$ cat src/rtl/serial_frame_transmitter.sv
// rtl/serial_frame_transmitter.sv - FIFO-buffered serial frame transmitter (START, DATA, [PARITY], STOP).
// Optional parity bit between DATA and STOP is enabled by defining SERIAL_TX_PARITY_EN.
module serial_frame_transmitter #(
    parameter int WORD_W    = 64,
    parameter int DEPTH     = 8,
    parameter int CLK_DIV   = 2,
    parameter int MSB_FIRST = 0
) (
    input  logic                         clk,
    input  logic                         rst,
    input  logic                         data_ready,
    input  logic [WORD_W-1:0]            data_in,
    output logic                         data_out,
    output logic                         serial_clk,
    output logic                         serial_transmit_complete,
    output logic                         busy,
    output logic                         fifo_full,
    output logic                         fifo_empty,
    output logic [$clog2(DEPTH+1)-1:0]   fifo_count,
    output logic                         overflow
);

    localparam int PTR_W = $clog2(DEPTH);
    localparam int CNT_W = $clog2(DEPTH + 1);
    localparam int DIV_W = $clog2(CLK_DIV);
    localparam int BIT_W = $clog2(WORD_W);
    localparam logic [DIV_W-1:0] DIV_LAST = DIV_W'(CLK_DIV - 1);
    localparam logic [DIV_W-1:0] DIV_HALF = DIV_W'(CLK_DIV / 2);
    localparam logic [BIT_W-1:0] BIT_LAST = BIT_W'(WORD_W - 1);

`ifdef SERIAL_TX_PARITY_EN
    typedef enum logic [2:0] {S_IDLE, S_START, S_DATA, S_PARITY, S_STOP} state_t;
`else
    typedef enum logic [1:0] {S_IDLE, S_START, S_DATA, S_STOP} state_t;
`endif

    state_t              state;
    logic [DIV_W-1:0]    div_cnt;
    logic [DIV_W-1:0]    div_next;
    logic [BIT_W-1:0]    bit_cnt;
    logic [WORD_W-1:0]   shreg;
    logic [WORD_W-1:0]   shifted;
    logic                cur_bit;
    logic                bit_end;
`ifdef SERIAL_TX_PARITY_EN
    logic                parity_bit;
`endif

    logic [WORD_W-1:0]   mem [DEPTH];
    logic [PTR_W-1:0]    wr_ptr;
    logic [PTR_W-1:0]    rd_ptr;
    logic [WORD_W-1:0]   head;
    logic                pop;
    logic                push;
    logic                drop;

    assign fifo_full  = (fifo_count == CNT_W'(DEPTH));
    assign fifo_empty = (fifo_count == '0);
    assign head       = mem[rd_ptr];

    assign div_next = div_cnt + DIV_W'(1);
    assign bit_end  = (div_cnt == DIV_LAST);

    // A pop happens either from IDLE or on the last cycle of STOP, so back-to-back frames have no gap.
    assign pop  = !rst && !fifo_empty &&
                  ((state == S_IDLE) || ((state == S_STOP) && bit_end));
    assign push = !rst && data_ready && (!fifo_full || pop);
    assign drop = !rst && data_ready && fifo_full && !pop;

    assign cur_bit = (MSB_FIRST != 0) ? shreg[WORD_W-1] : shreg[0];
    assign shifted = (MSB_FIRST != 0) ? {shreg[WORD_W-2:0], 1'b0}
                                      : {1'b0, shreg[WORD_W-1:1]};

    always_ff @(posedge clk) begin
        if (push) begin
            mem[wr_ptr] <= data_in;
        end
    end

    always_ff @(posedge clk) begin
        if (rst) begin
            wr_ptr     <= '0;
            rd_ptr     <= '0;
            fifo_count <= '0;
            overflow   <= 1'b0;
        end else begin
            if (push) begin
                wr_ptr <= wr_ptr + PTR_W'(1);
            end
            if (pop) begin
                rd_ptr <= rd_ptr + PTR_W'(1);
            end
            case ({push, pop})
                2'b10:   fifo_count <= fifo_count + CNT_W'(1);
                2'b01:   fifo_count <= fifo_count - CNT_W'(1);
                default: fifo_count <= fifo_count;
            endcase
            if (drop) begin
                overflow <= 1'b1;
            end
        end
    end

    always_ff @(posedge clk) begin
        if (rst) begin
            state                    <= S_IDLE;
            div_cnt                  <= '0;
            bit_cnt                  <= '0;
            shreg                    <= '0;
            data_out                 <= 1'b0;
            serial_clk               <= 1'b0;
            serial_transmit_complete <= 1'b0;
            busy                     <= 1'b0;
`ifdef SERIAL_TX_PARITY_EN
            parity_bit               <= 1'b0;
`endif
        end else begin
            serial_transmit_complete <= 1'b0;
            if (state == S_IDLE) begin
                if (pop) begin
                    shreg    <= head;
`ifdef SERIAL_TX_PARITY_EN
                    parity_bit <= ^head;
`endif
                    state    <= S_START;
                    div_cnt  <= '0;
                    data_out <= 1'b1;
                    busy     <= 1'b1;
                end else begin
                    data_out <= 1'b0;
                    busy     <= 1'b0;
                end
                serial_clk <= 1'b0;
            end else if (!bit_end) begin
                div_cnt                  <= div_next;
                serial_clk               <= (div_next >= DIV_HALF);
                serial_transmit_complete <= (state == S_STOP) && (div_next == DIV_LAST);
            end else begin
                div_cnt    <= '0;
                serial_clk <= 1'b0;
                case (state)
                    S_START: begin
                        state    <= S_DATA;
                        bit_cnt  <= '0;
                        data_out <= cur_bit;
                        shreg    <= shifted;
                    end
                    S_DATA: begin
                        if (bit_cnt == BIT_LAST) begin
`ifdef SERIAL_TX_PARITY_EN
                            state    <= S_PARITY;
                            data_out <= parity_bit;
`else
                            state    <= S_STOP;
                            data_out <= 1'b0;
`endif
                        end else begin
                            bit_cnt  <= bit_cnt + BIT_W'(1);
                            data_out <= cur_bit;
                            shreg    <= shifted;
                        end
                    end
`ifdef SERIAL_TX_PARITY_EN
                    S_PARITY: begin
                        state    <= S_STOP;
                        data_out <= 1'b0;
                    end
`endif
                    S_STOP: begin
                        if (pop) begin
                            shreg    <= head;
`ifdef SERIAL_TX_PARITY_EN
                            parity_bit <= ^head;
`endif
                            state    <= S_START;
                            data_out <= 1'b1;
                        end else begin
                            state    <= S_IDLE;
                            data_out <= 1'b0;
                            busy     <= 1'b0;
                        end
                    end
                    default: begin
                        state    <= S_IDLE;
                        data_out <= 1'b0;
                        busy     <= 1'b0;
                    end
                endcase
            end
        end
    end

endmodule

$ cat config.mk
export PLATFORM = sky130hd
export DESIGN_NAME = serial_frame_transmitter
export DESIGN_NICKNAME = d
export VERILOG_FILES = /design/src/rtl/serial_frame_transmitter.sv
export SDC_FILE = /design/constraint.sdc
export NUM_CORES = 1
export LEC_CHECK = 0
export ABC_AREA = 1
export BUFFER_PORTS_ARGS = -buffer_cell sky130_fd_sc_hd__buf_4
export CAP_MARGIN = 5
export CORE_MARGIN = 2
export CORE_UTILIZATION = 48
export DETAILED_ROUTE_END_ITERATION = 10
export PLACE_DENSITY = 0.67
export SYNTH_ARGS = -nofsm -noshare
export SYNTH_HDL_FRONTEND = slang
export SYNTH_SLANG_ARGS = --single-unit
$ cat constraint.sdc
create_clock -name clk -period 4.2 [get_ports clk]
set_input_delay 0.84 -clock clk [delete_from_list [all_inputs] [get_ports clk]]
set_output_delay 0.84 -clock clk [all_outputs]
set_load 0.05 [all_outputs]
Yosys cells after proc, flatten, opt, wreduce, memory -nomap -nowiden
Memories as Yosys holds them, arrays and structs flattened. A register that Yosys moved wholly into a read port is not among the register bits.
Index checks and enable logic that the tools add are counted.

cells by class
  reduce and logical (&&, ||, !) cells = 26
  equal/unequal tests = 13
  $mul = 0
  magnitude comparators = 1
  divide/modulo/power cells = 0
  bitwise logic cells = 1
  $add $sub $neg = 6
  mux-type cells = 30
  shift operators = 0

operators by type and width
  kind                                                             number
  64-bit two-way mux                                               4
  64-bit one-hot mux with 3 select lines                           1
  1-bit two-way mux                                                13
  6-bit one-hot mux with 2 select lines                            1
  3-bit AND reduction                                              3
  1-bit logical AND                                                8
  2-bit two-way mux                                                4
  4-bit one-hot mux with 2 select lines                            1
  3-bit by 1-bit adder with 3-bit output, second input constant    2
  6-bit by 1-bit adder with 6-bit output, second input constant    1
  2-bit == test, second input constant                             3
  6-bit == test, second input constant                             1
  3-bit two-way mux                                                2
  6-bit two-way mux                                                1
  3-bit inequality test, second input constant                     2
  2-bit one-hot mux with 3 select lines                            1
  2-bit nonzero test                                               3
  4-bit by 1-bit adder with 4-bit output, second input constant    1
  2-bit by 1-bit == test with 1-bit output, second input constant  2
  4-bit == test, second input constant                             1
  1-bit logical NOT                                                4
  4-bit logical NOT                                                1
  2-bit inequality test, second input constant                     2
  4-bit AND reduction                                              1
  other kinds (13)                                                 14

storage, ports and cells
  logic and storage cells = 90
  memory bits (writable) = 512
  bits in read-only memories = 0
  latch bits = 0
  output and inout bits = 11
  register bits = 88
  memories kept = 1
  bits of input ports = 67

memory list
  memory  words  bits a word  read ports  clocked after memory_dff  write ports  RTL line  RTL
  mem     8      64           1           1                         1            49        logic [WORD_W-1:0] mem [DEPTH];

Logic depth before layout (Yosys ltp)
Gate-level depths: netlist (run 1).

  depth in word-level cells = 8
  mapped depth = 14

Least setup slack after synthesis (run 1)
No wires, ideal clock.

  kind = flip-flop to flip-flop
  start = reg fifo_count[0]
  end = mem mem[0][0] (enable)
  required time = 3.714 ns
  path slack = -0.384 ns
  data arrival time = 4.098 ns
  period minus slack after synthesis = 4.584 ns
  library setup time = 0.486 ns
  stages on the path, launching flop included = 9
  cells stage by stage = dfxtp_1 > nor2_1 > nand2_2 > nand3_2 > nand2_1 > nand2_2 > inv_2 > nand2_1 > nor2_1

between the ends
  cells in the longest elaborated chain, start to end = 8
  elaborated cells between the ends (all ways) = 10
  classes of those cells = 1 x eq/ne; 2 x mux; 7 x reduce/logical

ends and longest elaborated chain
  item                                         RTL line  RTL
  start, declared                              19        output logic [$clog2(DEPTH+1)-1:0] fifo_count,
  start signal, assigned                       94        2'b10: fifo_count <= fifo_count + CNT_W'(1);
  start signal, assigned                       95        2'b01: fifo_count <= fifo_count - CNT_W'(1);
  start signal, assigned                       96        default: fifo_count <= fifo_count;
  4-bit logical NOT                            58        assign fifo_empty = (fifo_count == '0);
  1-bit logical NOT                            65        assign pop = !rst && !fifo_empty &&
  1-bit logical AND (2 in series)              65
  1-bit logical OR (*)                         67        assign push = !rst && data_ready && (!fifo_full || pop);
  1-bit logical AND (*)                        67
  1-bit two-way mux (*)                        75        if (push) begin
  1-bit two-way mux (implied by the code) (*)  76        mem[wr_ptr] <= data_in;
  end, declared                                49

Mark *: on every way between the ends. The rest lies on a longest branch, timed or not.

Worst setup path in the final report (run 1)
  start = reg state[1]
  end = mem mem[0][1] (enable)

between the ends
  cells in the longest elaborated chain, start to end = 8
  elaborated cells between the ends (all ways) = 9
  classes of those cells = 1 x eq/ne; 2 x mux; 6 x reduce/logical

ends and longest elaborated chain
  item                                         RTL line  RTL
  start, declared                              37        state_t state;
  start signal, assigned                       106       state <= S_IDLE;
  start signal, assigned                       125       state <= S_START;
  start signal, assigned                       143       state <= S_DATA;
  2-bit == test                                66        ((state == S_IDLE) || ((state == S_STOP) && bit_end));
  1-bit logical AND                            66
  1-bit logical OR (*)                         66
  1-bit logical AND (*)                        65
  1-bit logical OR (*)                         67
  1-bit logical AND (*)                        67
  1-bit two-way mux (*)                        75
  1-bit two-way mux (implied by the code) (*)  76

Marked as above.

==> impl_metrics.toml, run 1 <==
[sta]
post-route-min-period_ns = 3.21
slew_viol_final = 0
rsz0062_at_grt = "false"
hold_viol_final = 0
maxSlewHeadroom = 0.271
max_freq_mhz = 311
skew_ns = 0.0134
finalSetupViolations = 0
period_share = 0.765
worstMarginPinSlew_ns = 1.09

[clock_tree]
cts_tree = "done"
hold_buffers = 0
clockBufferDepth = 3
root_buffer = "clkbuf_16"
clock_latency_ns = 0.61
postCtsSetupBuffers = 0
cts_sinks = 603
clk_pin_slew_ns = 0.07
cts_buffers = 58
ctsResizeCount = 0
htreeDepth = 2

[finish]
final_nets = 1920
drive_gt1_frac = 0.149
fin_util = 0.548
synthToLayoutAreaGrowth_pct = 13.1
postLayoutCellArea_um2 = 26700

[setup_path]
endpoint_kind = "flop"
r2r_start = "state[1]"
r2r_slack_ns = 0.99
critPathArrivalTime_ns = 3.53
crit_path_max_fanout = 20
r2r-end = "mem[0][1]"
worstSetupPathType = "flop to flop"
reg2reg_depth = 11
cp.required_ns = 4.51
start_kind = "flop"

[global_route]
first_global_vias = 14600
track_usage = 0.205
overflow = 0
grt_pass1_wl_mm = 80.8
antenna_found_initial = 3
grt_max_degree = 121

[job]
drv_cap = 0

[place]
port_buffers = 77
place_area_um2 = 24800
dp_hpwl_mm = 26.5
gp_congestion = 0.751

[power]
comb_power_share = 0.259
p_switching_mw = 5.48
swShare = 0.327
power_density_nw_per_um2 = 627
p_leak_nw = 8.70
p_clk_frac = 0.309
ir_worst_vdd_v = 0.000416
p_int_mw = 11.3
p_seq_frac = 0.432

[die]
fp.dieArea_um2 = 51000
fp-row-count = 81
die_w_um = 226
core_area_um2 = 48700
die_h_um = 226
initial_core_util = 0.484
pin_count = 78

[yosys]
synth_flop_cell = "edfxtp_1"
synth_top_area_frac = 0.651
yosys.cell_types.count = 38
yosys_register_bits = 603
yosysTopAreaCell = "edfxtp_1"
syn_area_um2 = 23600
synth_cells = 1804
ys.warnings.count = 0
seq_area_frac_synth = 0.728
avgSynthCellArea_um2 = 13.1
synth_nets = 1880
synth-edff-count = 512
synthArstFlopShare = 0
synth.area.top_cells = "edfxtp_1 (65%), dfxtp_1 (7.7%), o21ai_0 (7.1%)"

[drt]
wire_per_inst_um = 20.2
wl_met3_mm = 2.85
vias = 14600
drc = 0
wl_met1_mm = 22.4
totalWireLength_mm = 51.7
top_layer = "met5"
drt_iter0_drc = 1194
wl_met2_mm = 25.5
ant_nets = 0
vias_per_cell = 5.69
drt-pass1-iter-count = 5

[min_path]
hold_path.class = "flop to flop"
hp-start = "rd_ptr[2]"
timing.hold.worst_path_depth = 1

[outcome]
outcome = "finished clean"
cells in the final DEF, fill, tap and decap left out, types with 6 or more instances in the layout:
cell type | Yosys | layout
inv_2 | 9 | 6
ha_1 | 9 | 9
nand2_1 | 49 | 49
buf_12 | 0 | 10
o21ai_0 | 336 | 336
o221ai_1 | 63 | 63
buf_4 | 13 | 95
clkinv_1 | 0 | 9
clkbuf_8 | 0 | 6
inv_1 | 31 | 31
o22ai_1 | 63 | 63
o21ai_1 | 55 | 55
a21oi_1 | 22 | 22
edfxtp_1 | 512 | 512
a211oi_2 | 60 | 60
nand3_1 | 8 | 8
nor2_1 | 343 | 335
dfxtp_1 | 91 | 89
clkinv_2 | 0 | 14
nor2_4 | 0 | 8
clkbuf_1 | 61 | 11
clkbuf_16 | 0 | 59
cell families after synthesis:
family | count (synthesis) | synth area share
buffers and inverters | 165 | 0.0333
adders and majority gates | 9 | 0.00477
DFF | 603 | 0.728
xor gates and xnor gates | 3 | 0.00111
AOI/OAI and AO/OA | 610 | 0.163
and+or+nand+nor | 414 | 0.0695
worst max-delay path by stage:
stage | to | cells past startpoint | startpoint | slack, ns
3_5_place_dp | mem[0][63] | 9 | rst | 0.85
3_3_place_gp | mem[0][63] | 9 | rst | 0.91
2_1_floorplan | mem[0][0] | 8 | fifo_count[0] | -0.38
6_report | mem[0][1] | 11 | state[1] | 0.99
4_1_cts | mem[0][58] | 11 | state[1] | 0.98
5_1_grt | mem[0][60] | 11 | state[1] | 0.64
Yosys cell counts (all sizes together), types with 2 or more instances:
library cell	count
clkbuf	65
ha	9
edfxtp	512
a21oi	23
inv	40
a211oi	64
nand3	10
o221ai	63
o21ai	391
dfxtp	91
o22ai	63
nand2	53
nor3	2
nand4	2
buf	60
a31oi	2
nor2	343
xor2	3
registers in the layout (all words and copies together) (netlist names), named ones only:
register,flops
busy,1
rd_ptr,3
state,2
shreg,64
overflow,1
serial_transmit_complete,1
bit_cnt,6
mem,512
fifo_count,4
bit_end,1
serial_clk,1
data_out,1
wr_ptr,3
critical path: stages, from the launching register on:
cell     delay (ns)
dfxtp_1        0.33
inv_1          0.14
ha_1           0.25
inv_2          0.12
nand2_1        0.14
nand3_2        0.24
nand2_1        0.16
nand2_2        0.09
inv_2          0.08
nand2_1        0.23
nor2_4         0.76
buf_4          0.34
layer usage:
layer,global-route usage,vias to the layer above
li1,-,6837
met1,0.268,7276
met2,0.352,374
met3,0.0334,80
met4,0.0607,2
met5,0,-
layout make-up:
| class | count | area (µm²) |
|---|---|---|
| diodes | 2 | 5.00 |
| clock buffers | 76 | 1600 |
| multi-input cells | 1036 | 5690 |
| repair buffers | 105 | 913 |
| well taps | 664 | 831 |
| inverters | 40 | 159 |
| flip-flops and latches | 603 | 17200 |
| fillers | 3902 | 22000 |
| clock inverters | 33 | 298 |
stage by stage:
step                worst slack, ns  cells  setup TNS (ns)  hold WS, ns  power (mW)
global placement              0.905   2448               0        0.440        11.6
global route                  0.637   2559               0        0.438        17.7
detailed placement            0.853   2448               0        0.437        11.7
CTS                           0.983   2557               0        0.425        16.9
floorplan                    -0.384   1804         -146.79        0.412        10.7
finish                        0.985   2559               0        0.447        16.8
power by group through the flow:
| stage | Clock (mW) | Sequential (mW) | Combinational [mW] |
|---|---|---|---|
| finish | 5.18 | 7.24 | 4.33 |
| detailed placement | 0 | 7.36 | 4.34 |
| global placement | 0 | 7.35 | 4.21 |
| global route | 5.52 | 7.29 | 4.86 |
| floorplan | 0 | 7.28 | 3.39 |
| CTS | 5.27 | 7.24 | 4.37 |
No activity file was read; power rests on OpenSTA's default activity.
==> run 2: changes to the inputs <==
- clock period: 4.2 -> 2.9 ns (I/O delays scaled with it)
==> run 2 against run 1 <==
Hold slack worse by 0.25 ns. Register-to-register slack worse by 0.63 ns. Design area is 0.54% higher. Wire length is 0.53% higher. Cell count is 0.39% higher. Highest routed layer unchanged. Total power is 45% higher. Clock skew is 0.0051 ns higher. Core utilization is 0.30 points higher. Global-route usage is 0.11 points higher.
==> impl_metrics.toml, run 2 (synthesis gave the netlist of run 1 again) <==
[setup_path]
start_kind = "flop"
endpoint_kind = "flop"
critPathArrivalTime_ns = 2.84
critical_path.top_delay_family = "simple AND/OR/NAND/NOR gates"
cp_slowest_cell = "nor2_4"
cpPeakStageDelay_ns = 0.40
cp.required_ns = 3.19
cp_cell_sequence = "inv_1 -> ha_1 -> inv_2 -> nand2_1 -> nand3_2 -> nand2_1 -> nand2_2 -> nor2_1 -> inv_1 -> nor2_4 -> buf_4"
crit_path_max_fanout = 14
critPathBufInv = 4
worstSetupPathType = "flop to flop"

[sta]
rsz0062_at_grt = "false"
finalSetupViolations = 0
worstMarginPinSlew_ns = 0.865
skew_ns = 0.0186
slew_viol_final = 0
maxSlewHeadroom = 0.423
setup_ws_ns = 0.355
hold_ws_ns = 0.193
max_freq_mhz = 393
post-route-min-period_ns = 2.55
period_share = 0.878
hold_viol_final = 0
finalSetupTns_ns = 0

[die]
die_h_um = 226
die_w_um = 226
fp-row-count = 81
pin_count = 78
initial_core_util = 0.484
fp.dieArea_um2 = 51000
core_area_um2 = 48700

[finish]
postLayoutCellArea_um2 = 26800
antenna_cells = 0
final_nets = 1932
mostFrequentLayoutCell = "edfxtp_1"
fin_util = 0.551
drive_gt1_frac = 0.151
fin_cells = 2569
top_regs = "mem: 512 flops, shreg: 64 flops, bit_cnt: 6 flops"
largest_reg_flops = 512
final_cell_mix = "edfxtp_1 (512), o21ai_0 (336), nor2_1 (335)"
synthToLayoutAreaGrowth_pct = 13.7
largest_register = "mem"

[clock_tree]
cts_tree = "done"
clk_pin_slew_ns = 0.06
hold_buffers = 0
htreeDepth = 2
cts_buffers = 59
clockBufferDepth = 3
cts_sinks = 603
ctsResizeCount = 0
postCtsSetupBuffers = 0
clock_latency_ns = 0.62
root_buffer = "clkbuf_16"

[place]
port_buffers = 77
dp.cells = 2459
dp_hpwl_mm = 27.7
place_ws_ns = 0.355
place_area_um2 = 25000
gp_congestion = 0.737

[power]
p_leak_nw = 8.78
finalPower_mw = 24.3
power_density_nw_per_um2 = 905
ir_worst_vdd_v = 0.000888

[drt]
drt-pass1-iter-count = 5
totalWireLength_mm = 52.0
drt_iter0_drc = 1342
ant_nets = 0
drc = 0
wire_per_inst_um = 20.2
vias_per_cell = 5.72
vias = 14700

[global_route]
grt_pass1_wl_mm = 81.4
met2_usage = 0.349
met3_usage = 0.0358
overflow = 0
use_met1 = 0.274
first_global_vias = 14700
antenna_found_initial = 2
grt_busiest_layer = "met2"
track_usage = 0.206
grt_max_degree = 175

[min_path]
hold_path.class = "input port to flop"

[outcome]
outcome = "finished clean"

[job]
drv_cap = 0
run 2: cell types whose count changed in the layout (fill, tap and decap cells not counted):
cell,change
clkbuf_16,+1
clkinvlp_4,-3
inv_6,-2
clkinv_2,-3
clkinv_1,-3
clkbuf_1,+10
buf_12,+7
buf_4,+4
diode_2,-2
clkinv_8,+1
bufinv_16,-2
clkbuf_8,+2
run 2: layer usage:
layer,vias to the layer above,wire length [µm]
met2,365,25600
met3,90,2600
met1,7390,22700
met5,-,27
li1,6853,-
met4,4,1120
run 2: area by class of cell:
cell class,count,area [µm²]
Fill cell,3914,21900
Sequential cell,603,17200
Multi-Input combinational cell,1036,5690
Clock buffer,89,1690
Timing Repair Buffer,116,1080
Tap cell,664,831
Clock inverter,21,188
Inverter,40,159
run 2: final timing paths:
| kind | from | to | slack, ns | cells past startpoint |
|---|---|---|---|---|
| worst max register to register | state[1] | mem[7][43] | 0.35 | 11 |
| worst min-delay path | data_in[3] | mem[7][3] | 0.19 | 1 |
| worst min register to register | rd_ptr[2] | flop | 0.44 | 1 |
| worst max-delay path | state[1] | mem[7][43] | 0.35 | 11 |
run 2: power breakdown:
part / internal (mW) / switching (mW)
Clock: 4.27 / 3.11
Sequential: 10.0 / 0.327
Combinational: 2.05 / 4.49
Total: 16.4 / 7.93
==> run 3: changes to the inputs <==
- CORE_ASPECT_RATIO: not set -> 2
==> run 3 against run 2 <==
Clock power shrank 6.8%. Total power fell by 2.1%. Non-clock buffer count down 3. Die area is 0.21% higher. Clock skew is 0.0024 ns higher. Hold slack gained 0.037 ns. Fmax decreased by 2.0%. Global-route usage decreased by 1.3 points. Register-to-register slack got worse by 0.05 ns.
==> impl_metrics.toml, run 3 (synthesis gave the netlist of run 1 again) <==
[outcome]
outcome = "finished clean"

[sta]
maxSlewHeadroom = 0.537
setup_ws_ns = 0.302
post-route-min-period_ns = 2.60
skew_ns = 0.0210
period_share = 0.896
max_freq_mhz = 385
finalSetupViolations = 0
rsz0062_at_grt = "false"
worstMarginPinSlew_ns = 0.694
slew_viol_final = 0
hold_viol_final = 0

[finish]
drive_gt1_frac = 0.146
fin_util = 0.545
final_cell_mix = "edfxtp_1 (512), o21ai_0 (336), nor2_1 (335)"
synthToLayoutAreaGrowth_pct = 12.8
largest_reg_flops = 512
fill_cells = 3989
final_nets = 1922
top_regs = "mem: 512 flops, shreg: 64 flops, bit_cnt: 6 flops"
largest_register = "mem"
mostFrequentLayoutCell = "edfxtp_1"

[setup_path]
endpoint_kind = "flop"
start_kind = "flop"
worstSetupPathType = "flop to flop"
critPathArrivalTime_ns = 2.81
crit_path_max_fanout = 29
cp.required_ns = 3.11

[power]
p_leak_nw = 8.68
ir_worst_vdd_v = 0.000695
power_density_nw_per_um2 = 893

[job]
drv_cap = 0

[drt]
vias = 14300
drt-pass1-iter-count = 7
drc = 0
drt_iter0_drc = 1249
ant_nets = 0
totalWireLength_mm = 49.4
wire_per_inst_um = 19.5
vias_per_cell = 5.66

[clock_tree]
cts_tree = "done"
root_buffer = "clkbuf_16"
clockBufferDepth = 3
postCtsSetupBuffers = 0
hold_buffers = 0
clk_pin_slew_ns = 0.06
ctsResizeCount = 0
htreeDepth = 2
cts_sinks = 603
clock_latency_ns = 0.58
cts_buffers = 52

[global_route]
overflow = 0
grt_pass1_wl_mm = 78.5
grt_max_degree = 128
track_usage = 0.193
antenna_found_initial = 1
first_global_vias = 14500

[die]
initial_core_util = 0.483
core_area_um2 = 48900
die_h_um = 318
pin_count = 78
fp-row-count = 115
die_w_um = 161
fp.dieArea_um2 = 51100

[min_path]
hold_path.class = "input port to flop"

[place]
port_buffers = 77
dp_hpwl_mm = 26.7
gp_congestion = 0.789
place_ws_ns = 0.311
-- run 3: changes by cell type in the layout (fill, tap and decap cells not counted) --
cell / delta
buf_12: +2
buf_4: -5
bufinv_16: +2
clkbuf_1: -12
clkbuf_16: -7
clkbuf_8: -4
clkinv_1: +6
clkinv_2: -3
clkinv_4: +1
clkinv_8: -1
clkinvlp_4: +3
diode_2: +2
inv_6: +1
-- run 3: layout make-up --
type | instances | area [µm²] | area share
sequential | 603 | 17200 | 0.646
clock inverter | 30 | 279 | 0.0105
multi-input combinational | 1036 | 5690 | 0.214
clock buffer | 66 | 1420 | 0.0531
timing repair buffer | 113 | 1090 | 0.0408
antenna | 2 | 5.00 | 0.000188
inverter | 40 | 159 | 0.00596
tap | 643 | 805 | 0.0302
-- run 3: path summary, 6_finish.rpt --
check	startpoint	end	slack, ns	depth (start not counted)
worst min register to register	rd_ptr[2]	rd_ptr[2]	0.44	1
worst max-delay path	state[1]	mem[6][52]	0.30	11
worst min-delay path	data_in[9]	mem[3][9]	0.23	1
worst max register to register	state[1]	mem[6][52]	0.30	11
-- run 3: report_power, final --
group	total (mW)	leakage, nW	internal (mW)	switching (mW)
registers	10.4	5.37	10.0	0.325
logic	6.55	2.48	2.11	4.44
clock network	6.88	0.823	3.90	2.99
-- run 3: metrics by stage --
| step | hold WS [ns] | TNS, ns | instance area [µm²] | instances | total power, mW |
|---|---|---|---|---|---|
| 6_report | 0.230 | 0 | 26600 | 2533 | 23.8 |
| 3_3_place_gp | 0.432 | 0 | 24900 | 2435 | 17.0 |
| 4_1_cts | 0.202 | 0 | 26600 | 2531 | 24.0 |
| 3_5_place_dp | 0.440 | 0 | 24900 | 2435 | 17.1 |
| 2_1_floorplan | 0.412 | -252.01 | 23600 | 1804 | 15.4 |
| 5_1_grt | 0.216 | 0 | 26600 | 2531 | 25.1 |
-- run 3: critical path: stages (launching register included) --
cell	delay, ns
dfxtp_1	0.33
inv_1	0.14
ha_1	0.25
inv_2	0.12
nand2_1	0.13
nand3_2	0.09
nand2_1	0.08
nand2_2	0.09
inv_2	0.10
nand2_1	0.24
nor2_4	0.21
buf_4	0.44
-- run 3: per-layer routing --
metal  part of all wire  track usage
met5                  0            0
met4              0.021       0.0554
met3              0.043       0.0241
met2               0.50        0.334
met1               0.43        0.255
